<file path="config.mk">
export PLATFORM = sky130hd
export DESIGN_NAME = if_fetch_ctrl_flat
export DESIGN_NICKNAME = d
export VERILOG_FILES = /design/src/rtl/if_fetch_ctrl_if.sv /design/src/rtl/if_fetch_ctrl.sv /design/src/flat_wrapper.sv
export SDC_FILE = /design/constraint.sdc
export NUM_CORES = 1
export LEC_CHECK = 0
export ABC_AREA = 0
export CAP_MARGIN = 40
export CORE_MARGIN = 3
export CORE_UTILIZATION = 43
export DETAILED_ROUTE_END_ITERATION = 7
export GPL_ROUTABILITY_DRIVEN = 1
export PLACE_DENSITY = 0.87
export SLEW_MARGIN = 5
export SYNTH_ARGS = -nofsm -noshare
export SYNTH_HDL_FRONTEND = slang
export SYNTH_SLANG_ARGS = --single-unit
</file>
<file path="constraint.sdc">
create_clock -name clk -period 2.3 [get_ports clk]
set_input_delay 0.69 -clock clk [delete_from_list [all_inputs] [get_ports clk]]
set_output_delay 0.69 -clock clk [all_outputs]
set_load 0.02 [all_outputs]
</file>
<file path="src/rtl/if_fetch_ctrl_if.sv">
// Instruction-side cache bus (cpu_ibus) shared by the fetch controller and the
// I-cache: SRAM-like request / addr_ok / data_ok handshake.
interface if_fetch_ctrl_if #(
  parameter int unsigned ADDR_W = 32,
  parameter int unsigned DATA_W = 32
);

  logic              ibus_req;
  logic [ADDR_W-1:0] ibus_addr;
  logic              ibus_addr_ok;
  logic              ibus_data_ok;
  logic [DATA_W-1:0] ibus_rdata;

  modport master (
    output ibus_req,
    output ibus_addr,
    input  ibus_addr_ok,
    input  ibus_data_ok,
    input  ibus_rdata
  );

  modport slave (
    input  ibus_req,
    input  ibus_addr,
    output ibus_addr_ok,
    output ibus_data_ok,
    output ibus_rdata
  );

endinterface

</file>
<file path="src/rtl/if_fetch_ctrl.sv">
// Fetch sequencer between PREIF and the I-cache: one outstanding request,
// stall-hold of returned instructions, and squashing of flushed responses.
module if_fetch_ctrl #(
  parameter int unsigned       ADDR_W    = 32,
  parameter int unsigned       DATA_W    = 32,
  parameter logic [DATA_W-1:0] NOP_INSTR = '0
) (
  input  logic              clk,
  input  logic              resetn,
  input  logic              IF_Wr,
  input  logic              IF_Flush,
  input  logic [ADDR_W-1:0] preif_pc,
  input  logic              preif_valid,
  output logic              preif_ready,
  if_fetch_ctrl_if.master   ibus,
  output logic [ADDR_W-1:0] if_pc,
  output logic [DATA_W-1:0] if_instr,
  output logic              if_instr_valid,
  output logic              if_adel,
  output logic              if_stall_req
);

  typedef enum logic [1:0] {
    S_IDLE,
    S_REQ,
    S_WAIT,
    S_HOLD
  } state_e;

  state_e            state_q;
  logic              discard_q;
  logic [ADDR_W-1:0] cur_pc_q;
  logic              ibus_req_q;
  logic              stall_q;
  logic [ADDR_W-1:0] if_pc_q;
  logic [DATA_W-1:0] if_instr_q;
  logic              if_valid_q;
  logic              if_adel_q;

  logic accept;
  logic misaligned;
  logic data_arrived;
  logic keep_data;

  // A held instruction frees the slot only in the cycle ID actually takes it.
  assign preif_ready  = (state_q == S_IDLE) || ((state_q == S_HOLD) && IF_Wr);
  assign accept       = preif_ready && preif_valid && IF_Wr && !IF_Flush;
  assign misaligned   = (preif_pc[1:0] != 2'b00);
  assign data_arrived = (state_q == S_WAIT) && ibus.ibus_data_ok;
  assign keep_data    = data_arrived && !discard_q && !IF_Flush;

  assign ibus.ibus_req  = ibus_req_q;
  assign ibus.ibus_addr = cur_pc_q;

  assign if_pc          = if_pc_q;
  assign if_instr       = if_instr_q;
  assign if_instr_valid = if_valid_q;
  assign if_adel        = if_adel_q;
  assign if_stall_req   = stall_q;

  always_ff @(posedge clk or negedge resetn) begin
    if (!resetn) begin
      state_q    <= S_IDLE;
      discard_q  <= 1'b0;
      cur_pc_q   <= '0;
      ibus_req_q <= 1'b0;
      stall_q    <= 1'b0;
      if_pc_q    <= '0;
      if_instr_q <= NOP_INSTR;
      if_valid_q <= 1'b0;
      if_adel_q  <= 1'b0;
    end else begin
      case (state_q)
        S_IDLE, S_HOLD: begin
          if (IF_Flush) begin
            state_q <= S_IDLE;
          end else if (accept) begin
            cur_pc_q <= preif_pc;
            if (misaligned) begin
              state_q <= S_IDLE;
            end else begin
              state_q    <= S_REQ;
              ibus_req_q <= 1'b1;
              stall_q    <= 1'b1;
            end
          end else if ((state_q == S_HOLD) && IF_Wr) begin
            state_q <= S_IDLE;
          end
        end

        // The request must stay up until the cache takes it, flush or not;
        // a flush only marks the eventual response as unwanted.
        S_REQ: begin
          if (IF_Flush) begin
            discard_q <= 1'b1;
          end
          if (ibus.ibus_addr_ok) begin
            ibus_req_q <= 1'b0;
            state_q    <= S_WAIT;
          end
        end

        S_WAIT: begin
          if (ibus.ibus_data_ok) begin
            discard_q <= 1'b0;
            stall_q   <= 1'b0;
            state_q   <= (keep_data && !IF_Wr) ? S_HOLD : S_IDLE;
          end else if (IF_Flush) begin
            discard_q <= 1'b1;
          end
        end

        default: begin
          state_q <= S_IDLE;
        end
      endcase

      // The IF/ID-facing registers double as the hold buffer while in S_HOLD.
      if (IF_Flush) begin
        if_instr_q <= NOP_INSTR;
        if_valid_q <= 1'b0;
        if_adel_q  <= 1'b0;
      end else if (keep_data) begin
        if_pc_q    <= cur_pc_q;
        if_instr_q <= ibus.ibus_rdata;
        if_valid_q <= 1'b1;
        if_adel_q  <= 1'b0;
      end else if (IF_Wr) begin
        if (accept && misaligned) begin
          if_pc_q    <= preif_pc;
          if_instr_q <= NOP_INSTR;
          if_valid_q <= 1'b1;
          if_adel_q  <= 1'b1;
        end else begin
          if_instr_q <= NOP_INSTR;
          if_valid_q <= 1'b0;
          if_adel_q  <= 1'b0;
        end
      end
    end
  end

endmodule

</file>
<file path="src/flat_wrapper.sv">
// flat-port wrapper written by rule: the top's interface ports become plain ports
module if_fetch_ctrl_flat 
#(
  parameter int unsigned       ADDR_W    = 32,
  parameter int unsigned       DATA_W    = 32,
  parameter logic [DATA_W-1:0] NOP_INSTR = '0
)
  (clk, resetn, IF_Wr, IF_Flush, preif_pc, preif_valid, preif_ready, if_pc, if_instr, if_instr_valid, if_adel, if_stall_req, ibus_ibus_req, ibus_ibus_addr, ibus_ibus_addr_ok, ibus_ibus_data_ok, ibus_ibus_rdata);
  if_fetch_ctrl_if #(.ADDR_W(ADDR_W), .DATA_W(DATA_W)) ibus_i ();
  input  logic clk;
  input  logic resetn;
  input  logic IF_Wr;
  input  logic IF_Flush;
  input  logic [ADDR_W-1:0] preif_pc;
  input  logic preif_valid;
  output logic preif_ready;
  output logic [ADDR_W-1:0] if_pc;
  output logic [DATA_W-1:0] if_instr;
  output logic if_instr_valid;
  output logic if_adel;
  output logic if_stall_req;
  output wire logic [$bits(ibus_i.ibus_req)-1:0] ibus_ibus_req;
  output wire logic [$bits(ibus_i.ibus_addr)-1:0] ibus_ibus_addr;
  input wire logic [$bits(ibus_i.ibus_addr_ok)-1:0] ibus_ibus_addr_ok;
  input wire logic [$bits(ibus_i.ibus_data_ok)-1:0] ibus_ibus_data_ok;
  input wire logic [$bits(ibus_i.ibus_rdata)-1:0] ibus_ibus_rdata;
  assign ibus_ibus_req = ibus_i.ibus_req;
  assign ibus_ibus_addr = ibus_i.ibus_addr;
  assign ibus_i.ibus_addr_ok = ibus_ibus_addr_ok;
  assign ibus_i.ibus_data_ok = ibus_ibus_data_ok;
  assign ibus_i.ibus_rdata = ibus_ibus_rdata;
  if_fetch_ctrl #(.ADDR_W(ADDR_W), .DATA_W(DATA_W), .NOP_INSTR(NOP_INSTR)) u_core (.clk(clk), .resetn(resetn), .IF_Wr(IF_Wr), .IF_Flush(IF_Flush), .preif_pc(preif_pc), .preif_valid(preif_valid), .preif_ready(preif_ready), .ibus(ibus_i), .if_pc(if_pc), .if_instr(if_instr), .if_instr_valid(if_instr_valid), .if_adel(if_adel), .if_stall_req(if_stall_req));
endmodule
</file>
## Word-level counts from Yosys, hierarchy flattened

Index checks and enable logic that the tools add are counted.

| storage, ports and cells | value |
|---|---|
| register bits after elaboration | 103 |
| bits of input ports | 71 |
| output and inout port bits | 101 |
| logic and storage cells | 76 |

| cells by class | value |
|---|---|
| equality and inequality tests | 9 |
| muxes and demuxes | 30 |
| bitwise operators | 1 |
| reductions and logical operators | 27 |

Operator list:

| cell | number |
|---|---|
| 32-bit two-way mux | 6 |
| 1-bit two-way mux | 14 |
| 2-bit two-way mux | 6 |
| 2-bit nonzero test | 6 |
| 5-bit AND reduction | 2 |
| 1-bit logical AND | 9 |
| 3-bit AND reduction | 3 |
| 2-bit != test (second input constant) | 4 |
| 1-bit case mux with 2 select lines | 3 |
| 2-bit case mux with 3 select lines | 1 |
| 2-bit == test (second input constant) | 2 |
| 4-bit by 2-bit != test with 1-bit output (second input constant) | 1 |
| 1-bit logical NOT | 3 |
| 3-bit nonzero test | 1 |
| 2-bit by 1-bit == test with 1-bit output (second input constant) | 1 |
| 2-bit logical NOT | 1 |
| 2-bit by 1-bit != test with 1-bit output (second input constant) | 1 |
| 2-bit OR reduction | 1 |
| 1-bit logical OR | 1 |
| 1-bit inverter | 1 |

## Logic depth before layout (Yosys ltp)

Gate-level depths: netlist of run 1.

| logic depth | value |
|---|---|
| depth in word-level cells | 11 |
| depth in mapped cells | 9 |
| depth with buffers taken out | 6 |

## Worst setup path before layout of run 1

Ideal clock, no wire load.

| timing | value |
|---|---|
| path type | input -> register |
| start | input IF_Flush |
| end | register u_core.if_pc_q[10], in the netlist u_core.if_pc[10] |
| setup time | 0.130 ns |
| data arrival time | 1.645 ns |
| data required time | 2.170 ns |
| slack | 0.525 ns |
| stages on the path | 7 |
| buffers on the path | 4 |
| cells stage by stage | buf_4 > nand4bb_1 > buf_2 > o31ai_4 > buf_6 > buf_2 > a31oi_1 |

| on the way | value |
|---|---|
| word-level cells in the longest chain between the ends | 5 |
| elaborated cells on any way between the ends | 9 |
| classes of those cells | mux: 1; bitwise: 1; reduce/logical: 7 |

RTL lines:

| what | line | text |
|---|---|---|
| from (decl) | flat_wrapper.sv:13 | `input logic IF_Flush;` |
| 1-bit logical NOT | if_fetch_ctrl.sv:47, if_fetch_ctrl.sv:50 |  |
| 1-bit logical AND | if_fetch_ctrl.sv:47 | `assign accept = preif_ready && preif_valid && IF_Wr && !IF_Flush;` |
| 1-bit logical AND | if_fetch_ctrl.sv:129 | `if (accept && misaligned) begin` |
| 2-bit nonzero test (no line) | - |  |
| 3-bit AND reduction (no line) | - |  |
| to (signal assigned) | if_fetch_ctrl.sv:124 | `if_pc_q <= cur_pc_q;` |
| to (signal assigned) | if_fetch_ctrl.sv:130 | `if_pc_q <= preif_pc;` |
| to (decl) | if_fetch_ctrl.sv:35 | `logic [ADDR_W-1:0] if_pc_q;` |

Several ways; a longest one is shown, not always the timed one.
A chain may end at the register's enable or synchronous reset.

## Worst setup path in the final report of run 1

| timing | value |
|---|---|
| start | input IF_Flush |
| end | register u_core.if_pc_q[14], in the netlist u_core.if_pc[14] |

Same word-level chain as after synthesis.

==> results of run 1 <==
power groups by stage:
stage	registers (uW)	logic [uW]	clock network [uW]
global placement	2260	1340	0
floorplan	2560	291	0
finish	2240	1360	1200
global route	2280	1460	1300
CTS	2240	1380	1230
detailed placement	2280	1380	0
kinds of logic (layout without fill, tap and decap cells):
family          after synthesis  count (layout)  synth area share [%]
compound gates               81              81                  14.5
fa+ha+maj                     4               4                  1.17
buf+inv                      36             211                  4.75
flops                       103             103                  60.5
mux                           2               2                 0.470
simple gates                203             203                  18.6
cell usage in the layout (no fill, tap or decap), drive strengths merged:
| cell | instances |
|---|---|
| clkdlybuf4s50 | 169 |
| nand2 | 161 |
| dfrtp | 103 |
| a31oi | 37 |
| nor2 | 35 |
| a22o | 32 |
| buf | 19 |
| clkbuf | 10 |
| inv | 10 |
| ha | 4 |
| nor3 | 4 |
| a21oi | 3 |
| a21o | 2 |
| mux2i | 2 |
| clkinv | 2 |
| o211ai | 1 |
| or3 | 1 |
| nand4bb | 1 |
| a22oi | 1 |
| nand3 | 1 |
| a211oi | 1 |
| o22ai | 1 |
| o31ai | 1 |
| o21ai | 1 |
| o41ai | 1 |
| bufinv | 1 |
metrics by stage:
step	TNS, ns	power (uW)
after floorplan	0	2850
after global placement	-9.66	3600
after detailed placement	-4.72	3660
after CTS	0	4850
after global routing	0	5040
final	0	4810
repair_timing:
item	4_1_cts	5_1_grt
endpoints found under the setup margin	1	1
buffers inserted	0	0
resized for setup	2	1
hold buffers	0	0
worst max-delay path by stage:
stage	to	cells past startpoint
after floorplan	u_core.if_pc[10]	7
after global placement	preif_ready	3
after detailed placement	preif_ready	3
after CTS	preif_ready	3
after global routing	u_core.if_pc[14]	8
final	u_core.if_pc[14]	6
state kept, by name, indices dropped and copies added (netlist names):
| name | cells |
|---|---|
| u_core.discard_q | 1 |
| u_core.ibus.ibus_addr | 32 |
| u_core.ibus.ibus_req | 1 |
| u_core.if_adel | 1 |
| u_core.if_instr | 32 |
| u_core.if_instr_valid | 1 |
| u_core.if_pc | 32 |
| u_core.if_stall_req | 1 |
| u_core.state_q | 2 |
cell type report:
cell class	instances	area, um2	area share, %
tap	129	161	2.53
clock buffer	9	124	1.94
inverter	6	22.5	0.353
timing repair buffer	189	1900	29.7
sequential	103	2580	40.4
clock inverter	7	87.6	1.37
multi-input combinational	290	1510	23.6
per-layer routing:
metal	global-route usage, %	vias up	wire length [um]
met5	0	-	0
li1	-	1775	-
met4	6.38	0	95
met1	28.3	1797	4940
met2	36.8	141	6010
met3	3.80	8	678
worst max-delay path: cells and delay by family:
| family | cells | cell delay (ns) |
|---|---|---|
| AO/OA/AOI/OAI | 1 | 0.22 |
| buffers and inverters | 3 | 1.12 |
| AND/OR/NAND/NOR | 2 | 0.36 |
Yosys cell counts:
| master | instances |
|---|---|
| nor2_1 | 35 |
| a211oi_1 | 1 |
| buf_2 | 15 |
| nor3_1 | 1 |
| buf_6 | 6 |
| dfrtp_1 | 103 |
| ha_1 | 4 |
| a21oi_1 | 3 |
| or3_1 | 1 |
| o21ai_0 | 1 |
| o211ai_4 | 1 |
| a31oi_1 | 37 |
| clkbuf_1 | 7 |
| nand2_1 | 161 |
| buf_4 | 1 |
| o31ai_4 | 1 |
| o22ai_1 | 1 |
| a22oi_1 | 1 |
| nand4bb_1 | 1 |
| inv_1 | 6 |
| nor3_2 | 3 |
| buf_1 | 1 |
| a22o_1 | 32 |
| o41ai_1 | 1 |
| mux2i_1 | 2 |
| nand3_1 | 1 |
| a21o_1 | 2 |
==> impl_metrics.env, run 1 <==
export IMPL_swShare_pct=31.8
export IMPL_skew_ns=0.0185
export IMPL_cp_max_fo=43
export IMPL_setup_viol=0
export IMPL_hold_ws_ns=0.233
export IMPL_cap_violations=0
export IMPL_hold_violations=0
export IMPL_first_pass_iters=4
export IMPL_p_comb_share_pct=28.3
export IMPL_start_util_pct=45.3
export IMPL_vias=3721
export IMPL_slew_limit_headroom_pct=59.4
export IMPL_postRouteAntennaNets=0
export IMPL_reg2reg_depth=8
export IMPL_cp_cell_sequence="clkdlybuf4s50_1 -> nor3_4 -> buf_4 -> buf_12 -> nand2_1 -> a31oi_1"
export IMPL_pre_cts_ws_ns=-0.270
export IMPL_powerDensity_nw_per_um2=754
export IMPL_yosys_register_bits=103
export IMPL_cts_tree="yes"
export IMPL_num_rows=35
export IMPL_p_clk_share_pct=25.0
export IMPL_diodes=0
export IMPL_synthCells=429
export IMPL_reg2reg_from="u_core.state_q[0]"
export IMPL_nNetsFinal=674
export IMPL_yosys_area_top_type="dfrtp_1"
export IMPL_area_growth_pct=49.6
export IMPL_power_switching_uw=1530
export IMPL_drtIter0Drc=164
export IMPL_routed_via_density=5.08
export IMPL_drv_slew=0
export IMPL_stdcell_area_um2=6380
export IMPL_max_slew_worst_pin_slew_ns=0.607
export IMPL_fin_crit_sh_pct=93.6
export IMPL_track_usage_pct=21.6
export IMPL_io_buffers=171
export IMPL_fin_ws_ns=0.146
export IMPL_post_dp_hpwl_um=8440
export IMPL_die_h_um=106
export IMPL_leakagePower_uw=0.00288
export IMPL_syn_num_nets=504
export IMPL_dp_cells=717
export IMPL_grt_pass1_wl_um=19300
export IMPL_timing_rr_end="u_core.if_pc[14]"
export IMPL_cp_required_ns=2.56
export IMPL_grt_ovfl_total=0
export IMPL_gp_congestion=0.798
export IMPL_internal_power_uw=3280
export IMPL_cts_sinks=103
export IMPL_dieArea_um2=11100
export IMPL_finalCriticalPeriod_ns=2.15
export IMPL_start_kind="input pin"
export IMPL_coreArea_um2=9420
export IMPL_drive_gt1_share_pct=6.95
export IMPL_synth_distinct_cells=27
export IMPL_min_path_type="in -> async"
export IMPL_synth_area_um2=4260
export IMPL_grt_max_degree=46
export IMPL_worst_skew_pair_late_latency_ns=0.37
export IMPL_yosys_top_cells_area="dfrtp_1 60%, nand2_1 14%, a22o_1 6.6%"
export IMPL_worst_setup_path_end_kind="flop"
export IMPL_syn_avg_cell_area_um2=9.94
export IMPL_synth_top_cell_area_share_pct=60.5
export IMPL_root_buffer="clkbuf_8"
export IMPL_clockBufferDepth=2
export IMPL_rsz0062_at_grt="no"
export IMPL_htree_levels=3
export IMPL_n_fill_cell=751
export IMPL_yosysWarnings=0
export IMPL_slowest_stage="clkdlybuf4s50_1"
export IMPL_status="complete, no violations"
export IMPL_fmax_mhz=464
export IMPL_wire_per_inst_um=16.0
export IMPL_clk_pin_slew_ns=0.12
export IMPL_ir_drop_uv=426
export IMPL_regToRegSetupSlack_ns=0.20
export IMPL_cp_arrival_ns=2.41
export IMPL_drc=0
export IMPL_pwr_share_seq_pct=46.7
export IMPL_ys_seq_area_share_pct=60.5
export IMPL_critPathMaxStageDelay_ns=0.53
export IMPL_numCtsBuffers=9
export IMPL_grt_pass1_vias=3800
export IMPL_antenna_found_initial=0
export IMPL_finalWirelength_um=11700
export IMPL_placed_cell_area_um2=6170
export IMPL_ios=172
export IMPL_die_w_um=106
export IMPL_crit_type="in -> reg"
export IMPL_startpoint="IF_Flush"
export IMPL_final_cells=733
export IMPL_final_util_pct=67.7
Power figures use the tool's default switching activity.
==> run 2: changes to the inputs <==
--- a/config.mk
+++ b/config.mk
@@ -8,10 +8,10 @@
 export ABC_AREA = 0
 export CAP_MARGIN = 40
 export CORE_MARGIN = 3
-export CORE_UTILIZATION = 43
+export CORE_UTILIZATION = 47
 export DETAILED_ROUTE_END_ITERATION = 7
 export GPL_ROUTABILITY_DRIVEN = 1
-export PLACE_DENSITY = 0.87
+export PLACE_DENSITY = 0.93
 export SLEW_MARGIN = 5
 export SYNTH_ARGS = -nofsm -noshare
 export SYNTH_HDL_FRONTEND = slang
==> constraint.sdc (replaced) <==
create_clock -name clk -period 2.55 [get_ports clk]
set_input_delay 0.765 -clock clk [delete_from_list [all_inputs] [get_ports clk]]
set_output_delay 0.765 -clock clk [all_outputs]
set_load 0.02 [all_outputs]
==> impl_metrics.env, run 2 (synthesized netlist as in run 1, its figures left out) <==
export IMPL_slew_limit_headroom_pct=65.4
export IMPL_seqCellArea_um2=2580
export IMPL_track_usage_pct=23.7
export IMPL_cts_sinks=103
export IMPL_routed_via_density=5.31
export IMPL_crit_end="preif_ready"
export IMPL_worst_skew_pair_late_latency_ns=0.37
export IMPL_finalCriticalPeriod_ns=2.47
export IMPL_num_rows=34
export IMPL_startpoint="IF_Wr"
export IMPL_htree_levels=3
export IMPL_max_slew_worst_pin_slew_ns=0.519
export IMPL_drive_gt1_share_pct=7.40
export IMPL_n_fill_cell=599
export IMPL_grt_max_degree=53
export IMPL_fin_crit_sh_pct=96.9
export IMPL_grt_ovfl_total=0
export IMPL_met3_length_um=643
export IMPL_top_layer="met4"
export IMPL_postRouteAntennaNets=0
export IMPL_numCtsBuffers=9
export IMPL_rsz0062_at_grt="no"
export IMPL_multi_input_area_um2=1510
export IMPL_finalWirelength_um=12000
export IMPL_io_buffers=171
export IMPL_cp_required_ns=1.79
export IMPL_fin_ws_ns=0.0780
export IMPL_start_kind="input pin"
export IMPL_grt_pass1_wl_um=19200
export IMPL_clk_pin_slew_ns=0.11
export IMPL_layout_common_cells="169 x clkdlybuf4s50_1, 161 x nand2_1, 103 x dfrtp_1, 37 x a31oi_1, 35 x nor2_1"
export IMPL_cap_violations=0
export IMPL_powerDensity_nw_per_um2=668
export IMPL_cp_arrival_ns=1.71
export IMPL_regToRegSetupSlack_ns=0.62
export IMPL_drtIter0Drc=167
export IMPL_dp_cells=700
export IMPL_layout_commonest_cell="clkdlybuf4s50_1"
export IMPL_wire_per_inst_um=16.7
export IMPL_min_path_type="in -> async"
export IMPL_diodes=0
export IMPL_status="complete, no violations"
export IMPL_p_total_uw=4250
export IMPL_final_cells=716
export IMPL_area_growth_pct=49.1
export IMPL_post_dp_hpwl_um=8760
export IMPL_gp_congestion=0.811
export IMPL_grt_pass1_vias=3919
export IMPL_worst_setup_path_end_kind="primary output"
export IMPL_cts_tree="yes"
export IMPL_ir_drop_uv=376
export IMPL_pre_cts_ws_ns=-0.193
export IMPL_vias=3805
export IMPL_antenna_found_initial=0
export IMPL_reg2reg_depth=7
export IMPL_crit_type="in -> out"
export IMPL_drc=0
export IMPL_cp_max_fo=2
export IMPL_leakagePower_uw=0.00288
export IMPL_die_h_um=101
export IMPL_die_w_um=101
export IMPL_wl_met1_um=4890
export IMPL_dieArea_um2=10200
export IMPL_clockBufferDepth=2
export IMPL_root_buffer="clkbuf_8"
export IMPL_nNetsFinal=678
export IMPL_cts_setup_buffers=0
export IMPL_ios=172
export IMPL_met2_length_um=6230
export IMPL_first_pass_iters=5
export IMPL_reg2reg_from="u_core.state_q[0]"
export IMPL_coreArea_um2=8760
export IMPL_setup_viol=0
export IMPL_skew_ns=0.0168
export IMPL_timing_rr_end="u_core.if_pc[9]"
export IMPL_drv_slew=0
export IMPL_cts_hold_buf=0
export IMPL_start_util_pct=48.6
export IMPL_fmax_mhz=405
export IMPL_hold_violations=0
[run 2: where the power goes]
part           switching [uW]  internal [uW]
Clock                     573            414
Sequential                167           1860
Combinational             615            618
[run 2: repair_timing]
action	CTS	global route
resized for setup	1	0
setup endpoints to repair	1	0
hold endpoints to repair	0	0
[run 2: per-stage QoR]
stage               setup TNS [ns]  hold slack (ns)  cell area, um2  util (%)
floorplan                        0            0.469            4260         -
global placement            -0.170            0.463            6170      70.4
detailed placement          -0.193            0.469            6170      70.4
CTS                              0            0.365            6360      72.5
global route                     0            0.373            6360      72.5
finish                           0            0.349            6360      72.5
[run 2: final cells by class]
class                      instances  share of cell area [%]
sequential                       103                    40.6
timing repair buffer             193                    30.3
multi-input combinational        290                    23.7
clock buffer                      11                    2.38
tap                              108                    2.13
clock inverter                     5                   0.630
inverter                           6                   0.354
[run 2: layer usage]
layer / GRT usage, % / up-vias
met2: 42.0 / 139
met4: 8.18 / 0
li1: - / 1780
met3: 4.48 / 16
met1: 28.9 / 1870
met5: 0 / -
[run 2: critical path, cell delays in order]
cell	delay [ns]
clkdlybuf4s50_1	0.49
a21o_1	0.12
dlygate4sd2_1	0.33
[run 2: worst min-delay path by stage]
stage / from / end / slack [ns] / cells after the start
4_1_cts: resetn / u_core.if_pc[4] / 0.37 / 1
2_1_floorplan: resetn / u_core.discard_q / 0.47 / 0
5_1_grt: resetn / u_core.ibus.ibus_addr[4] / 0.37 / 1
3_5_place_dp: u_core.if_instr_valid / u_core.if_instr_valid / 0.47 / 1
6_report: resetn / u_core.ibus.ibus_addr[4] / 0.35 / 1
3_3_place_gp: u_core.if_instr_valid / u_core.if_instr_valid / 0.46 / 1
==> run 3: changes to the inputs <==
--- a/config.mk
+++ b/config.mk
@@ -12,6 +12,7 @@
 export DETAILED_ROUTE_END_ITERATION = 7
 export GPL_ROUTABILITY_DRIVEN = 1
 export PLACE_DENSITY = 0.93
+export SKIP_CTS_REPAIR_TIMING = 1
 export SLEW_MARGIN = 5
 export SYNTH_ARGS = -nofsm -noshare
 export SYNTH_HDL_FRONTEND = slang
==> impl_metrics.env, run 3 (synthesized netlist as in run 1, its figures left out) <==
export IMPL_hold_violations=0
export IMPL_max_slew_worst_pin_slew_ns=0.519
export IMPL_crit_type="in -> out"
export IMPL_cts_sinks=103
export IMPL_setup_viol=0
export IMPL_die_w_um=101
export IMPL_dieArea_um2=10200
export IMPL_clk_pin_slew_ns=0.11
export IMPL_dp_cells=700
export IMPL_die_h_um=101
export IMPL_fin_ws_ns=0.191
export IMPL_fin_crit_sh_pct=92.5
export IMPL_area_growth_pct=49.2
export IMPL_cap_violations=0
export IMPL_nNetsFinal=678
export IMPL_coreArea_um2=8760
export IMPL_grt_ovfl_total=0
export IMPL_drv_slew=0
export IMPL_fmax_mhz=424
export IMPL_final_util_pct=72.6
export IMPL_num_rows=34
export IMPL_layout_commonest_cell="clkdlybuf4s50_1"
export IMPL_grt_pass1_wl_um=19200
export IMPL_placed_cell_area_um2=6170
export IMPL_cp_arrival_ns=1.59
export IMPL_track_usage_pct=23.7
export IMPL_ios=172
export IMPL_min_path_type="in -> async"
export IMPL_drtIter0Drc=167
export IMPL_finalWirelength_um=12000
export IMPL_finalCriticalPeriod_ns=2.36
export IMPL_wire_per_inst_um=16.7
export IMPL_skew_ns=0.0169
export IMPL_numCtsBuffers=9
export IMPL_start_kind="input pin"
export IMPL_vias=3805
export IMPL_stdcell_area_um2=6360
export IMPL_io_buffers=171
export IMPL_antenna_found_initial=0
export IMPL_first_pass_iters=5
export IMPL_layout_common_cells="169 x clkdlybuf4s50_1, 161 x nand2_1, 103 x dfrtp_1, 37 x a31oi_1, 35 x nor2_1"
export IMPL_root_buffer="clkbuf_8"
export IMPL_drc=0
export IMPL_gp_congestion=0.811
export IMPL_rsz0062_at_grt="no"
export IMPL_diodes=0
export IMPL_ir_drop_uv=376
export IMPL_leakagePower_uw=0.00288
export IMPL_slew_limit_headroom_pct=65.4
export IMPL_cp_required_ns=1.79
export IMPL_cp_max_fo=2
export IMPL_final_cells=716
export IMPL_drive_gt1_share_pct=7.40
export IMPL_postRouteAntennaNets=0
export IMPL_post_dp_hpwl_um=8760
export IMPL_grt_pass1_vias=3919
export IMPL_clockBufferDepth=2
export IMPL_htree_levels=3
export IMPL_cts_tree="yes"
export IMPL_pre_cts_ws_ns=-0.193
export IMPL_routed_via_density=5.31
export IMPL_powerDensity_nw_per_um2=668
export IMPL_grt_max_degree=53
export IMPL_status="complete, no violations"
export IMPL_worst_skew_pair_late_latency_ns=0.37
export IMPL_start_util_pct=48.6
export IMPL_worst_setup_path_end_kind="primary output"
-- run 3: cell type report --
class / count / area [um2]
inverter: 6 / 22.5
clock buffer: 11 / 151
fill: 599 / 2400
clock inverter: 5 / 40.0
multi-input combinational: 290 / 1510
tap: 108 / 135
sequential: 103 / 2580
timing repair buffer: 193 / 1930
-- run 3: per-layer routing --
metal / vias to the layer above / routed length [um] / track usage, %
met3: 16 / 643 / 4.48
met5: - / 0 / 0
li1: 1780 / - / -
met1: 1870 / 4890 / 28.9
met4: 0 / 208 / 8.18
met2: 139 / 6230 / 42.0
-- run 3: path summary, 6_finish.rpt --
| path | startpoint | endpoint | slack, ns | depth (start not counted) |
|---|---|---|---|---|
| worst max register to register | u_core.state_q[0] | u_core.if_pc[9] | 0.62 | 7 |
| max in group asynchronous | resetn | u_core.if_pc[26] | 1.53 | 2 |
| worst min register to register | u_core.if_instr_valid | u_core.if_instr_valid | 0.49 | 1 |
| worst max-delay path | IF_Wr | preif_ready | 0.19 | 3 |
| min in group clk | u_core.if_instr_valid | u_core.if_instr_valid | 0.49 | 1 |
| worst min-delay path | resetn | u_core.ibus.ibus_addr[4] | 0.35 | 1 |
-- run 3: per-stage QoR --
| stage | power [uW] | TNS [ns] | hold WS, ns |
|---|---|---|---|
| 2_1_floorplan | 2570 | 0 | 0.469 |
| 5_1_grt | 4430 | 0 | 0.373 |
| 3_3_place_gp | 3250 | -0.170 | 0.463 |
| 3_5_place_dp | 3300 | -0.193 | 0.469 |
| 6_report | 4250 | 0 | 0.349 |
| 4_1_cts | 4270 | -0.201 | 0.365 |
-- run 3: critical path, cell delays in order --
cell             delay, ns
clkdlybuf4s50_1       0.49
a21o_1                0.12
dlymetal6s2s_1        0.22
-- run 3: power breakdown --
group / switching, uW / internal [uW]
logic: 615 / 618
registers: 167 / 1860
clock network: 573 / 414
total: 1350 / 2890
